File: src/rtl/microseq_pkg.sv
// Shared encodings for the microsequencer: next-state modes, opcodes and
// the dispatch target microstates.
package microseq_pkg;

  typedef enum logic [2:0] {
    NS_DISPATCH  = 3'b000,
    NS_JUMP      = 3'b001,
    NS_INC       = 3'b010,
    NS_CBRANCH   = 3'b011,
    NS_WAIT_MOC  = 3'b100,
    NS_RETURN    = 3'b101,
    NS_RECOVER_A = 3'b110,
    NS_RECOVER_B = 3'b111
  } ns_ctl_e;

  localparam logic [5:0] OP_RTYPE = 6'h00;
  localparam logic [5:0] OP_ADDI  = 6'h08;
  localparam logic [5:0] OP_LW    = 6'h23;
  localparam logic [5:0] OP_SW    = 6'h2B;
  localparam logic [5:0] OP_BEQ   = 6'h04;
  localparam logic [5:0] OP_J     = 6'h02;

  localparam logic [6:0] S_RESET = 7'd0;
  localparam logic [6:0] S_RTYPE = 7'd10;
  localparam logic [6:0] S_ADDI  = 7'd11;
  localparam logic [6:0] S_LW    = 7'd12;
  localparam logic [6:0] S_SW    = 7'd16;
  localparam logic [6:0] S_BEQ   = 7'd20;
  localparam logic [6:0] S_J     = 7'd24;

endpackage

File: src/rtl/microseq_encoder.sv
// Opcode dispatch encoder: maps an instruction opcode to the first
// microstate of its execution sequence, flagging unmapped opcodes.
module microseq_encoder
  import microseq_pkg::*;
#(
  parameter int unsigned STATE_W = 7
) (
  input  logic [5:0]         opcode,
  output logic [STATE_W-1:0] target,
  output logic               illegal
);

  // Opcode lookup; unmapped opcodes fall back to the reset state.
  always_comb begin
    target  = STATE_W'(S_RESET);
    illegal = 1'b0;
    case (opcode)
      OP_RTYPE: target = STATE_W'(S_RTYPE);
      OP_ADDI:  target = STATE_W'(S_ADDI);
      OP_LW:    target = STATE_W'(S_LW);
      OP_SW:    target = STATE_W'(S_SW);
      OP_BEQ:   target = STATE_W'(S_BEQ);
      OP_J:     target = STATE_W'(S_J);
      default:  illegal = 1'b1;
    endcase
  end

endmodule

File: src/rtl/microsequencer.sv
// Microsequencer: owns the microstate register feeding the microstore and
// selects the next microstate from the microword's next-state control.
// Optional MOC wait timeout is built when MICROSEQ_MOC_TIMEOUT_EN is defined.
module microsequencer
  import microseq_pkg::*;
#(
  parameter int unsigned         STATE_W     = 7,
  parameter logic [STATE_W-1:0]  FETCH_STATE = 7'd1,
  parameter int unsigned         MOC_TIMEOUT = 15
) (
  input  logic               clk,
  input  logic               reset,
  input  logic [2:0]         ns_ctl,
  input  logic [STATE_W-1:0] cr_addr,
  input  logic               inv,
  input  logic               cond,
  input  logic [5:0]         opcode,
  input  logic               moc,
  output logic [STATE_W-1:0] current_state,
  output logic               illegal_op,
  output logic               stall,
  output logic               moc_timeout
);

  logic [STATE_W-1:0] enc_target;
  logic               enc_illegal;
  logic [STATE_W-1:0] state_inc;
  logic [STATE_W-1:0] state_d;
  logic               illegal_d;
  logic               timeout_hit;

  microseq_encoder #(
    .STATE_W (STATE_W)
  ) u_encoder (
    .opcode  (opcode),
    .target  (enc_target),
    .illegal (enc_illegal)
  );

  assign stall = (ns_ctl == NS_WAIT_MOC) && !moc;

`ifdef MICROSEQ_MOC_TIMEOUT_EN
  logic [3:0] wait_cnt;
  logic [3:0] wait_cnt_inc;
  logic       timeout_flag;

  assign wait_cnt_inc = wait_cnt + 4'd1;
  // Fires on the wait cycle that brings the count to the limit; a moc=1
  // on that same cycle deasserts stall and therefore wins.
  assign timeout_hit  = stall && (wait_cnt_inc == 4'(MOC_TIMEOUT));
  assign moc_timeout  = timeout_flag;

  // Count consecutive stalled wait cycles; latch the sticky timeout error.
  always_ff @(posedge clk or negedge reset) begin
    if (!reset) begin
      wait_cnt     <= '0;
      timeout_flag <= 1'b0;
    end else begin
      if (!stall || timeout_hit) begin
        wait_cnt <= '0;
      end else begin
        wait_cnt <= wait_cnt_inc;
      end
      if (timeout_hit) begin
        timeout_flag <= 1'b1;
      end
    end
  end
`else
  // Parameter has no hardware without the timeout logic.
  logic unused_moc_timeout_cfg;
  assign unused_moc_timeout_cfg = ^(32'(MOC_TIMEOUT));
  assign timeout_hit = 1'b0;
  assign moc_timeout = 1'b0;
`endif

  // Next-state selection from the microword's next-state mode.
  always_comb begin
    state_inc = current_state + STATE_W'(1);
    state_d   = STATE_W'(S_RESET);
    illegal_d = 1'b0;
    case (ns_ctl)
      NS_DISPATCH: begin
        state_d   = enc_target;
        illegal_d = enc_illegal;
      end
      NS_JUMP:     state_d = cr_addr;
      NS_INC:      state_d = state_inc;
      NS_CBRANCH:  state_d = (cond ^ inv) ? cr_addr : state_inc;
      NS_WAIT_MOC: state_d = moc ? state_inc : current_state;
      NS_RETURN:   state_d = FETCH_STATE;
      default:     state_d = STATE_W'(S_RESET);
    endcase
    if (timeout_hit) begin
      state_d = STATE_W'(S_RESET);
    end
  end

  // Microstate register and one-cycle illegal-dispatch pulse.
  always_ff @(posedge clk or negedge reset) begin
    if (!reset) begin
      current_state <= '0;
      illegal_op    <= 1'b0;
    end else begin
      current_state <= state_d;
      illegal_op    <= illegal_d;
    end
  end

endmodule
File: config.mk
export PLATFORM = sky130hd
export DESIGN_NAME = microsequencer
export DESIGN_NICKNAME = d
export VERILOG_FILES = /design/src/rtl/microseq_pkg.sv /design/src/rtl/microseq_encoder.sv /design/src/rtl/microsequencer.sv
export SDC_FILE = /design/constraint.sdc
export NUM_CORES = 1
export LEC_CHECK = 0
export BUFFER_PORTS_ARGS = -buffer_cell sky130_fd_sc_hd__buf_2
export CAP_MARGIN = 20
export CORE_MARGIN = 5
export CORE_UTILIZATION = 51
export DETAILED_ROUTE_END_ITERATION = 10
export GPL_ROUTABILITY_DRIVEN = 0
export PLACE_DENSITY = 0.83
export SYNTH_ARGS = -nofsm -noshare
export SYNTH_HDL_FRONTEND = slang
export SYNTH_HIERARCHICAL = 1
export SYNTH_SLANG_ARGS = --single-unit
File: constraint.sdc
create_clock -name clk -period 2.6 [get_ports clk]
set_input_delay 0.26 -clock clk [delete_from_list [all_inputs] [get_ports clk]]
set_output_delay 0.26 -clock clk [all_outputs]
set_load 0.005 [all_outputs]
### Yosys cells after proc, flatten, opt, wreduce, memory -nomap -nowiden

Cells that the tools add are included.

| operators by class | value |
|---|---|
| add/subtract/negate cells | 1 |
| equal/unequal tests | 11 |
| muxes and demuxes | 6 |
| bitwise logic cells | 1 |
| reduce and logical (&&, ||, !) cells | 5 |

Operator list:

| operator | count |
|---|---|
| case mux 7 bit (6 select lines) | 1 |
| case mux 5 bit (6 select lines) | 1 |
| two-way mux 7 bit | 2 |
| == test 6 bit (second input constant) | 2 |
| adder 7 x 1 -> 7 bit (second input constant) | 1 |
| == test 3 x 2 -> 1 bit (second input constant) | 2 |
| == test 3 bit (second input constant) | 2 |
| == test 6 x 2 -> 1 bit (second input constant) | 1 |
| == test 6 x 3 -> 1 bit (second input constant) | 1 |
| == test 6 x 4 -> 1 bit (second input constant) | 1 |
| logical NOT 6 bit | 1 |
| OR reduction 6 bit | 1 |
| == test 3 x 1 -> 1 bit (second input constant) | 1 |
| logical NOT 3 bit | 1 |
| two-way mux 1 bit | 2 |
| inequality test 2 bit (second input constant) | 1 |
| logical AND 1 bit | 1 |
| logical NOT 1 bit | 1 |
| bitwise XOR 1 bit | 1 |

| storage, ports and cells | value |
|---|---|
| register bits after elaboration | 8 |
| bits of input ports | 21 |
| logic and storage cells | 26 |

### Depth between registers and ports, before layout

| depth | value |
|---|---|
| depth in word-level cells | 4 |
| gate-level depth with buffers | 7 |

### Hierarchy

The synthesis kept the hierarchy.

Modules (own cells, without submodules):

| module | instances | cells an instance | area an instance (um^2) | seq. area each (um^2) |
|---|---|---|---|---|
| microsequencer | 1 | 70 | 644.4 | 200.2 |
| microseq_encoder | 1 | 24 | 148.9 | 0.0 |

### Least setup slack after synthesis

OpenSTA, ideal clock, no wires.

| timing | value |
|---|---|
| kind | input -> register |
| start point | input port ns_ctl[1] |
| end point | register current_state[2] |
| library setup time | 0.135 ns |
| arrival time | 1.302 ns |
| required time | 2.465 ns |
| path slack | 1.162 ns |
| stages | 6 |
| path buffers | 2 |
| path through | buf_6 nor2b_1 a211o_1 buf_6 a222oi_1 nand3_1 |

| between the ends | value |
|---|---|
| longest elaborated chain between the ends | 2 |
| elaborated cells between the ends (all ways) | 8 |
| classes of those cells | eq/ne: 6; mux: 1; reduce/logical: 1 |

RTL lines:

| what | RTL line | source |
|---|---|---|
| start, declared | microsequencer.sv:13 | `input logic [2:0] ns_ctl,` |
| == test 3 bit, or another cell as far along | microsequencer.sv:82 | `case (ns_ctl)` |
| case mux 7 bit (6 select lines) / inequality test 2 bit (equally long branches) | -- |  |
| end signal, assigned | microsequencer.sv:105 | `current_state <= state_d;` |
| end, declared | microsequencer.sv:19 | `output logic [STATE_W-1:0] current_state,` |

Several ways; a longest one is shown, not always the timed one.
A chain may end at the register's enable or synchronous reset.

### Worst setup path in the final report

| timing | value |
|---|---|
| start point | input port ns_ctl[0] |
| end point | output port stall |

| between the ends | value |
|---|---|
| longest elaborated chain between the ends | 2 |

RTL lines:

| what | RTL line | source |
|---|---|---|
| == test 3 bit | microsequencer.sv:40 | `assign stall = (ns_ctl == NS_WAIT_MOC) && !moc;` |
| logical AND 1 bit | microsequencer.sv:40 |  |
| end, declared | microsequencer.sv:21 | `output logic stall,` |

Every way passes these cells.

==> impl_summary.log <==
[metrics] critical path class: primary input to primary output
[metrics] maximum fanout along the worst path: 14
[metrics] total vias in the final route: approximately 870
[metrics] Final Core Density: a little over three fifths
[metrics] P_leak: ~0.43 nW
[metrics] launching element type of the critical path: primary input
[metrics] vias in the first global route: around 800
[metrics] H-tree depth: 1
[metrics] outcome: finished clean
[metrics] GRT Overall Usage: 17.6%
[metrics] endpoint required time on the critical path: ~2300 ps
[metrics] half-perimeter wire length after placement: 1.56 mm
[metrics] worst hold-check path type: primary input to flip-flop
[metrics] fill cell instance count of the final layout: 134
[metrics] Die X-Extent: between 40 and 50 um
[metrics] final clock period utilization by the worst path: 63.8%
[metrics] Post-synth EDFFs: 0
[metrics] maximum vdd drop: ~0.28 mV
[metrics] final non-filler cell area: ~930 um^2
[metrics] Avg Cell Area, Syn: between 8 and 9 um^2
[metrics] root cell of the clock tree: sky130_fd_sc_hd__clkbuf_4
[metrics] synthesized instance count: 94
[metrics] sort of element at the end of the critical path: primary output
[metrics] data arrival time at the worst-slack endpoint: around 1400 ps
[metrics] flip-flop cell with the highest count after synthesis: sky130_fd_sc_hd__dfrtp_1
[metrics] worst relative slew slack: slightly above 50%
[metrics] clock slew at the register clock pins of the worst setup and hold paths: 60 ps
[metrics] Worst Tran Pin Value: around 730 ps
[metrics] IO Pins: 31
[metrics] clock sinks: 8
[metrics] Placed Cells: approximately 130
[metrics] total power: 374 uW
[metrics] sequential fraction of the synthesis area: 25.2%
[metrics] clock tree from TritonCTS: yes
[metrics] Hold Vio Cnt, Final: 0
[metrics] ys async rst share: between 90% and 100%
[metrics] area growth from synthesis to layout: 17.5%
[metrics] initial cell density of the core: 53.3%
[metrics] floorplan row count: 14
[metrics] vias per std cell: between 6 and 7
[metrics] Post-Place Worst Slack: around 990 ps
[metrics] count of buffers added by post-CTS timing repair for setup: 0
[metrics] count of TritonRoute iterations in the first routing pass: 5
[metrics] PwrDens: between 400 and 500 nW/um^2
[metrics] total placed instance area: 900 um^2
[metrics] Finish-stage setup viols: 0
[metrics] number of pins with negative max-slew slack in the final report: 0
[metrics] drt first-iter violations: 31
[metrics] routed wire length per instance: around 15 um
[metrics] FF+latch area: 200 um^2
[metrics] count of hold-fix buffers inserted at cts: 1
[metrics] number of distinct library cells after synthesis: 37
[metrics] synthesis-stage register bit count: 8
[metrics] placeable core area: approximately 1500 um^2
[metrics] pin count of the biggest net entering global routing: 15
[metrics] total routed wirelength: around 2.1 mm
[metrics] net count of the finished layout: ~140
[metrics] detailed-route DRC error count: 0
[metrics] post-cts gate resize count: 0
[metrics] smallest hold slack: 263 ps
[metrics] Non-Filler Instances: 136
[metrics] count of buffers from port buffering: 29
[metrics] GRT overflow: 0
[metrics] antenna-violating nets left: 0
[metrics] number of CTS-inserted buffers: 3
[metrics] combined area of all synthesized cells: around 790 um^2
[metrics] number of antenna repair diodes: 0
[metrics] YS warnings: 6
[metrics] Die Height: 49.4 um
[metrics] RSZ-0062 raised after global routing: false
[metrics] slack of the critical path: about 940 ps
[metrics] sum of negative setup slack: 0 ps
[metrics] fraction of layout cells with a size suffix above 1: between 30 and 40%
[metrics] Total Die Area: between 2000 and 2500 um^2
[metrics] Max Clock Freq: about 600 MHz
[metrics] min cycle time layout: approximately 1700 ps
[metrics] Multi-input gate area: about 530 um^2
[metrics] latest clock arrival within the worst-skew pair: ~260 ps
[metrics] number of antenna violations at the first check in global routing: 0
[metrics] number of violations of the max-capacitance limit: 0
[metrics] clock tree buffer depth: 2
[metrics] first-pass GRT wire length: 3.53 mm
[metrics] post-route clock skew: 11.9 ps
-- layer usage --
metal	share of wire [%]	wire, um	track usage (%)
met5	0	0	0
met4	1.4	29	6.99
met3	8.3	172	4.28
met2	47	965	28.3
met1	44	899	22.3
-- placed cells by master, fill, tap and decap left out, drive strengths merged --
cell type     n
buf          29
nand3        12
nand2         8
dfrtp         8
mux2          6
a22oi         6
nor2          5
nor3b         5
conb          3
clkbuf        3
nor3          3
nor2b         2
a222oi        2
a21oi         2
and3          2
or3           2
nand4         2
o21ai         2
nor4b         2
a211oi        2
xnor2         1
nor4bb        1
a211o         1
nand3b        1
nand4b        1
mux2i         1
o211ai        1
ha            1
dlygate4sd3   1
or2           1
a21o          1
and2          1
o31ai         1
a2bb2oi       1
-- synth_stat cells, types with 2 or more instances --
library cell               instances  area (um^2)
sky130_fd_sc_hd__a22oi_1           6         45.0
sky130_fd_sc_hd__a222oi_1          2         20.0
sky130_fd_sc_hd__conb_1            2         7.51
sky130_fd_sc_hd__a21oi_1           2         10.0
sky130_fd_sc_hd__nand3_1          12         60.1
sky130_fd_sc_hd__and3_1            2         12.5
sky130_fd_sc_hd__or3_1             2         12.5
sky130_fd_sc_hd__nor3b_1           4         30.0
sky130_fd_sc_hd__buf_2             2         10.0
sky130_fd_sc_hd__nor3_1            3         15.0
sky130_fd_sc_hd__buf_6             2         22.5
sky130_fd_sc_hd__nor2b_1           2         12.5
sky130_fd_sc_hd__nor2_1            5         18.8
sky130_fd_sc_hd__nand4_1           2         12.5
sky130_fd_sc_hd__dfrtp_1           8          200
sky130_fd_sc_hd__buf_4             4         30.0
sky130_fd_sc_hd__mux2_2            6         67.6
sky130_fd_sc_hd__nand2_1           8         30.0
sky130_fd_sc_hd__o21ai_0           2         10.0
-- critical path, stage by stage --
cell and delay (ps):
sky130_fd_sc_hd__buf_2 190, sky130_fd_sc_hd__nor4b_2 710, sky130_fd_sc_hd__buf_2 240
-- power breakdown --
part           total (mW)  switching [mW]  internal, mW
sequential          0.159          0.0198         0.139
combinational       0.114          0.0597        0.0546
clock               0.100          0.0470        0.0531
-- flip-flops by register name, indices dropped and copies added, names as in the netlist --
signal and count:
illegal_op 1, current_state 7
-- layout make-up --
| cell class | instances | area share (%) |
|---|---|---|
| multi-input cells | 79 | 57.3 |
| repair buffers | 30 | 16.6 |
| well taps | 16 | 2.15 |
| flip-flops and latches | 8 | 21.5 |
| clock buffers | 3 | 2.42 |
-- logic make-up after synthesis --
family                   after synthesis  share of synthesized area (%)
XOR/XNOR                               1                           1.10
adder cells (fa/ha/maj)                1                           1.58
AO/OA/AOI/OAI                         19                           18.3
AND/OR/NAND/NOR                       48                           35.2
other                                  2                          0.947
multiplexers                           7                           9.78
buffers and inverters                  8                           7.89
flip-flops                             8                           25.2
-- worst paths after layout --
kind                                   from               end  slack (ps)  cells past startpoint
max                               ns_ctl[0]             stall         940                      3
min                              cr_addr[4]  current_state[4]         260                      3
max reg2reg                current_state[0]  current_state[6]        1340                      4
min reg2reg                current_state[6]  current_state[6]         540                      2
max in group asynchronous             reset  current_state[0]        2040                      2
min in group asynchronous             reset  current_state[2]         370                      2
Power figures use the tool's default switching activity.
